### src/rtl/mem_stage_ctrl.sv
// mem_stage_ctrl -- MEM-stage controller between the EX/MEM pipeline register
// and a word-wide data memory with a req/ack handshake.
//
// Loads and word stores take one bus transaction; byte stores are done as a
// read-modify-write of the containing word. The pipeline is held through
// stall until the access completes. A bus wait longer than TIMEOUT cycles
// aborts the access and sets the sticky err flag.
//
// Ports
//   clk, rst                  clock (rising edge), async active-low reset
//   mem_read, mem_write       access request from EX/MEM (write wins)
//   s_byte, load_byte         byte-store / byte-load qualifiers
//   addr, wdata               byte address and store data
//   stall                     hold IF/ID/EX/EX-MEM registers
//   rdata, rdata_valid        load result (held) and one-cycle completion strobe
//   err                       sticky bus-timeout flag
//   dm_req, dm_we, dm_addr,
//   dm_wdata, dm_rdata, dm_ack  data-memory handshake (word aligned)
module mem_stage_ctrl #(
   parameter int unsigned TIMEOUT = 64
) (
   input  logic        clk,
   input  logic        rst,
   input  logic        mem_read,
   input  logic        mem_write,
   input  logic        s_byte,
   input  logic        load_byte,
   input  logic [15:0] addr,
   input  logic [15:0] wdata,
   output logic        stall,
   output logic [15:0] rdata,
   output logic        rdata_valid,
   output logic        err,
   output logic        dm_req,
   output logic        dm_we,
   output logic [15:0] dm_addr,
   output logic [15:0] dm_wdata,
   input  logic [15:0] dm_rdata,
   input  logic        dm_ack
);

   localparam int unsigned CW = (TIMEOUT < 2) ? 1 : $clog2(TIMEOUT);

   localparam logic [2:0] S_IDLE   = 3'd0;
   localparam logic [2:0] S_RD     = 3'd1;
   localparam logic [2:0] S_WR     = 3'd2;
   localparam logic [2:0] S_RMW_RD = 3'd3;
   localparam logic [2:0] S_RMW_WR = 3'd4;
   localparam logic [2:0] S_DONE   = 3'd5;

   logic [2:0]    state_q, state_d;
   logic [CW-1:0] cnt_q, cnt_d;
   logic [15:0]   addr_q, addr_d;
   logic [15:0]   wdata_q, wdata_d;
   logic [15:0]   cap_q, cap_d;
   logic [15:0]   rdata_q, rdata_d;
   logic          lbyte_q, lbyte_d;
   logic          rv_q, rv_d;
   logic          err_q, err_d;

   logic          busy;
   logic          timeout;
   logic [7:0]    ld_byte;
   logic [15:0]   ld_res;
   logic [15:0]   merged;

   always_comb begin
      busy    = (state_q == S_RD) || (state_q == S_WR) ||
                (state_q == S_RMW_RD) || (state_q == S_RMW_WR);
      // The cycle that would take the count to TIMEOUT is the last one allowed.
      timeout = (cnt_q == CW'(TIMEOUT - 1));
      ld_byte = addr_q[0] ? dm_rdata[15:8] : dm_rdata[7:0];
      ld_res  = lbyte_q ? {{8{ld_byte[7]}}, ld_byte} : dm_rdata;
      merged  = addr_q[0] ? {wdata_q[7:0], cap_q[7:0]} : {cap_q[15:8], wdata_q[7:0]};
   end

   always_comb begin
      state_d = state_q;
      addr_d  = addr_q;
      wdata_d = wdata_q;
      lbyte_d = lbyte_q;
      cap_d   = cap_q;
      rdata_d = rdata_q;
      rv_d    = 1'b0;
      err_d   = err_q;

      // Counter restarts on every state change, otherwise counts unanswered requests.
      if (busy && !dm_ack && !timeout) begin
         cnt_d = cnt_q + 1'b1;
      end else begin
         cnt_d = '0;
      end

      case (state_q)
         S_IDLE: begin
            addr_d  = addr;
            wdata_d = wdata;
            lbyte_d = load_byte;
            if (mem_write) begin
               state_d = s_byte ? S_RMW_RD : S_WR;
            end else if (mem_read) begin
               state_d = S_RD;
            end
         end
         S_RD: begin
            if (dm_ack) begin
               state_d = S_DONE;
               rdata_d = ld_res;
               rv_d    = 1'b1;
            end else if (timeout) begin
               state_d = S_DONE;
               rdata_d = '0;
               rv_d    = 1'b1;
               err_d   = 1'b1;
            end
         end
         S_RMW_RD: begin
            if (dm_ack) begin
               state_d = S_RMW_WR;
               cap_d   = dm_rdata;
            end else if (timeout) begin
               state_d = S_DONE;
               err_d   = 1'b1;
            end
         end
         S_WR, S_RMW_WR: begin
            if (dm_ack) begin
               state_d = S_DONE;
            end else if (timeout) begin
               state_d = S_DONE;
               err_d   = 1'b1;
            end
         end
         S_DONE:  state_d = S_IDLE;
         default: state_d = S_IDLE;
      endcase
   end

   always_ff @(posedge clk or negedge rst) begin
      if (!rst) begin
         state_q <= S_IDLE;
         cnt_q   <= '0;
         addr_q  <= '0;
         wdata_q <= '0;
         lbyte_q <= 1'b0;
         cap_q   <= '0;
         rdata_q <= '0;
         rv_q    <= 1'b0;
         err_q   <= 1'b0;
      end else begin
         state_q <= state_d;
         cnt_q   <= cnt_d;
         addr_q  <= addr_d;
         wdata_q <= wdata_d;
         lbyte_q <= lbyte_d;
         cap_q   <= cap_d;
         rdata_q <= rdata_d;
         rv_q    <= rv_d;
         err_q   <= err_d;
      end
   end

   assign stall       = busy | ((state_q == S_IDLE) & (mem_read | mem_write));
   assign dm_req      = busy;
   assign dm_we       = (state_q == S_WR) | (state_q == S_RMW_WR);
   assign dm_addr     = {addr_q[15:1], 1'b0};
   assign dm_wdata    = (state_q == S_RMW_WR) ? merged : wdata_q;
   assign rdata       = rdata_q;
   assign rdata_valid = rv_q;
   assign err         = err_q;

endmodule

### config.mk
export PLATFORM = sky130hd
export DESIGN_NAME = mem_stage_ctrl
export DESIGN_NICKNAME = d
export VERILOG_FILES = /design/src/rtl/mem_stage_ctrl.sv
export SDC_FILE = /design/constraint.sdc
export NUM_CORES = 1
export LEC_CHECK = 0
export ABC_AREA = 1
export ABC_CLOCK_PERIOD_IN_PS = 1600
export BUFFER_PORTS_ARGS = -buffer_cell sky130_fd_sc_hd__buf_2
export CELL_PAD_IN_SITES_DETAIL_PLACEMENT = 2
export CELL_PAD_IN_SITES_GLOBAL_PLACEMENT = 2
export CORE_MARGIN = 2
export CORE_UTILIZATION = 29
export CTS_CLUSTER_SIZE = 28
export DETAILED_ROUTE_END_ITERATION = 6
export HOLD_SLACK_MARGIN = 0.12
export PLACE_DENSITY_LB_ADDON = 0.25
export SLEW_MARGIN = 10
export SYNTH_ARGS = -nofsm -noshare
export SYNTH_HDL_FRONTEND = slang
export SYNTH_SLANG_ARGS = --single-unit
### constraint.sdc
create_clock -name clk -period 1.6 [get_ports clk]
set_clock_uncertainty 0.1 [all_clocks]
set_input_delay 0 -clock clk [delete_from_list [all_inputs] [get_ports clk]]
set_output_delay 0 -clock clk [all_outputs]
set_load 0.005 [all_outputs]
==> impl_metrics.toml <==
[status]
status = "finished with violations"
violations = "negative setup slack"

[power]
p_switching_mw = 4.17
irDropWorstVdd_uv = 658
power_leakage_nw = 2.80
sw_frac_of_total = 0.393
p_per_area_nw_per_um2 = 1980
clkPwrFrac = 0.241
combinationalPowerShare = 0.436
internal-power_mw = 6.45
seq_power_share = 0.323

[floorplanning]
start_util = 0.299
die_area_um2 = 13400
core_um2 = 12100
die_w_um = 116
die_y_um = 116
rows = 40
ios = 108

[hold_path]
hold_end = "addr_q[4]$_DFFE_PN0P_"
hp-class = "primary input to register"
hp-start = "addr[4]"
whs_path_depth = 4

[global_routing]
grt_antenna_before_repair = 0
gr-total-overflow = 0
grt_pass1_wl_um = 20300
grt_pass1_vias = 3946
gr-usage-all-layers = 0.198
grt_max_degree = 34

[layout]
antenna_cells = 0
fin_cells = 779
mostFrequentLayoutCell = "nand2_1"
nets = 663
layout_common_cells = "185 x nand2_1, 105 x buf_2, 74 x dfrtp_1"
areaGrowthSynthToFinish_pct = 48.3
drive_gt1_frac = 0.308

[timing]
period_minus_slack_ns = 1.69
slew_viol_final = 0
fmax_ghz = 0.593
rsz0062_at_grt = "yes"
worst_slack_ns = -0.0874
hold_slack_ns = 0.296
hold_viol = 0
fin_crit_sh = 1.05
setup_violations = 19

[yosys]
synth_cell_types = 28
ys_warn_count = 0
synth_nets = 499
synth_top_family_by_area = "simple AND/OR/NAND/NOR gates"
syn_inst = 443
ys_seq_elements = 76
synthArstFlopShare = 1.00
synth_mux_area_frac = 0
synthXorXnorAreaFrac = 0.00725
synth-compound-area-share = 0.113
synth-seq-area-share = 0.524
synth-simple-area-share = 0.253
syn_area_per_cell_um2 = 8.19
synth_edf_count = 0
yosys.area_share.adder = 0.00345
syn-cell-area_um2 = 3630
yosys_most_used_dff = "dfrtp_1"

[worst_setup_path]
cp_top_family = "buffers and inverters"
critPathArrivalTime_ns = 1.59
crit_required_ns = 1.50
cpMaxStageDelayCell = "dfrtp_1"
critPathKind = "register to output port"
worstPathMaxFanout = 5
timing.rr.end = "cnt_q[4]$_DFF_PN0_"
cp-end-kind = "output port"
worstRegToRegCells = 7
cp_cell_sequence = "nor2_4, buf_4, nand2_4, buf_4, o211ai_4, buf_2"
cpMostUsedCell = "buf_4"
cp_num_buf_inv = 3
rrSetupSlack_ns = 0.01
rr_startpoint = "state_q[1]$_DFFE_PN0P_"
crit_path_start_kind = "register"
cp_slowest_stage_delay_ns = 0.40

[detailed_routing]
num_vias = 3530
post_drt_wl_per_cell_um = 16.9
drt_iter0_markers = 87
antenna_left = 0
firstDrtPassIters = 4
totalWireLength_um = 13100
vias_per_cell = 4.53
drc = 0

[place]
dp_hpwl_um = 8050
place_congestion = 0.770
io_buffers = 106
place_inst = 695

[clock_tree]
clkSlewWorstSetupHoldPaths_ns = 0.06
insertion_delay_ns = 0.34
cts_inserted_buffers = 9
cts_max_path_buffers = 2
cts_tree = "built"
clock-sinks = 76
clockRootBuffer = "clkbuf_16"
htreeDepth = 3

[flow_run]
cap_violations = 0
-- what timing repair did --
action                                 CTS  global route
pin swaps                                2             4
setup buffers                            3             9
endpoints found under the hold margin  151             0
setup endpoints to repair               33            38
hold buffers                            55             0
cloned                                   0             2
resized for setup                       14            14
-- per-stage QoR --
stage	setup TNS, ns	power (mW)	util	cell area, µm²	setup slack, ns
2_1_floorplan	0	5.88	-	3630	0.158
3_3_place_gp	0	7.17	0.351	4250	0.0503
3_5_place_dp	-0.123	7.37	0.351	4250	-0.0292
4_1_cts	-1.14	10.3	0.433	5250	-0.0931
5_1_grt	-2.88	11.5	0.444	5380	-0.162
6_report	-0.771	10.6	0.444	5380	-0.0874
-- per-layer routing --
layer | part of all wire | global-route usage | vias up
li1 | - | - | 1701
met1 | 0.43 | 0.237 | 1748
met2 | 0.53 | 0.361 | 68
met3 | 0.027 | 0.0329 | 13
met4 | 0.013 | 0.0667 | 0
met5 | 0 | 0 | -
-- area by class of cell --
cell class              count  area [µm²]
clock buffers              11         253
repair buffers            184        1290
well taps                 168         210
clock inverters             4         120
inverters                  33         141
flip-flops and latches     76        1900
multi-input cells         303        1460
fillers                  1389        6730
-- cells in the mapped netlist, drive strengths merged, types with 2 or more instances --
cell	instances	area (µm²)
nand2	196	763
dfrtp	76	1900
o21ai	52	287
inv	33	124
buf	30	220
nor2	22	103
a31oi	8	50.1
a21oi	7	35.0
nand3	6	40.0
clkbuf	3	11.3
o211ai	2	25.0
xor2	2	17.5
-- sequential cells by signal, indices dropped and copies added, names as in the netlist --
signal and cells:
rdata 16, state_q 3, cap_q 16, rdata_valid 1, lbyte_q 1, cnt_q 6, err 1, wdata_q 16
addr_q 16
-- tightest hold or removal path: cells and delay by family --
kind,cells,cell delay (ns)
AND/OR/NAND/NOR,2,0.09
buffers and inverters,2,0.61
-- worst max path at each step --
stage                                 startpoint                    to  slack (ns)  cells after the start
after floorplan               cnt_q[0]$_DFF_PN0_  rdata[4]$_DFFE_PN0P_        0.16                      9
after global placement        cnt_q[0]$_DFF_PN0_  rdata[0]$_DFFE_PN0P_        0.05                      8
after detailed placement      cnt_q[0]$_DFF_PN0_  rdata[2]$_DFFE_PN0P_       -0.03                      8
after CTS                 state_q[0]$_DFFE_PN0P_           dm_wdata[4]       -0.09                      6
after global routing      state_q[1]$_DFFE_PN0P_           dm_wdata[4]       -0.16                      6
final                     state_q[1]$_DFFE_PN0P_                dm_req       -0.09                      6
-- power groups by stage --
| stage | sequential [mW] | clock (mW) | combinational, mW |
|---|---|---|---|
| finish | 3.44 | 2.56 | 4.63 |
| global route | 3.56 | 2.69 | 5.23 |
| CTS | 3.42 | 2.61 | 4.28 |
| detailed placement | 3.41 | 0 | 3.97 |
| global placement | 3.38 | 0 | 3.79 |
| floorplan | 3.25 | 0 | 2.63 |
-- cells by family (layout without fill, tap and decap cells) --
| logic type | count (synthesis) | count (layout) |
|---|---|---|
| AND/OR/NAND/NOR | 225 | 227 |
| other | 1 | 1 |
| adder cells (fa/ha/maj) | 1 | 1 |
| flip-flops | 76 | 76 |
| XOR/XNOR | 3 | 3 |
| buffers and inverters | 66 | 232 |
| AO/OA/AOI/OAI | 71 | 71 |
No activity file was read; power rests on OpenSTA's default activity.
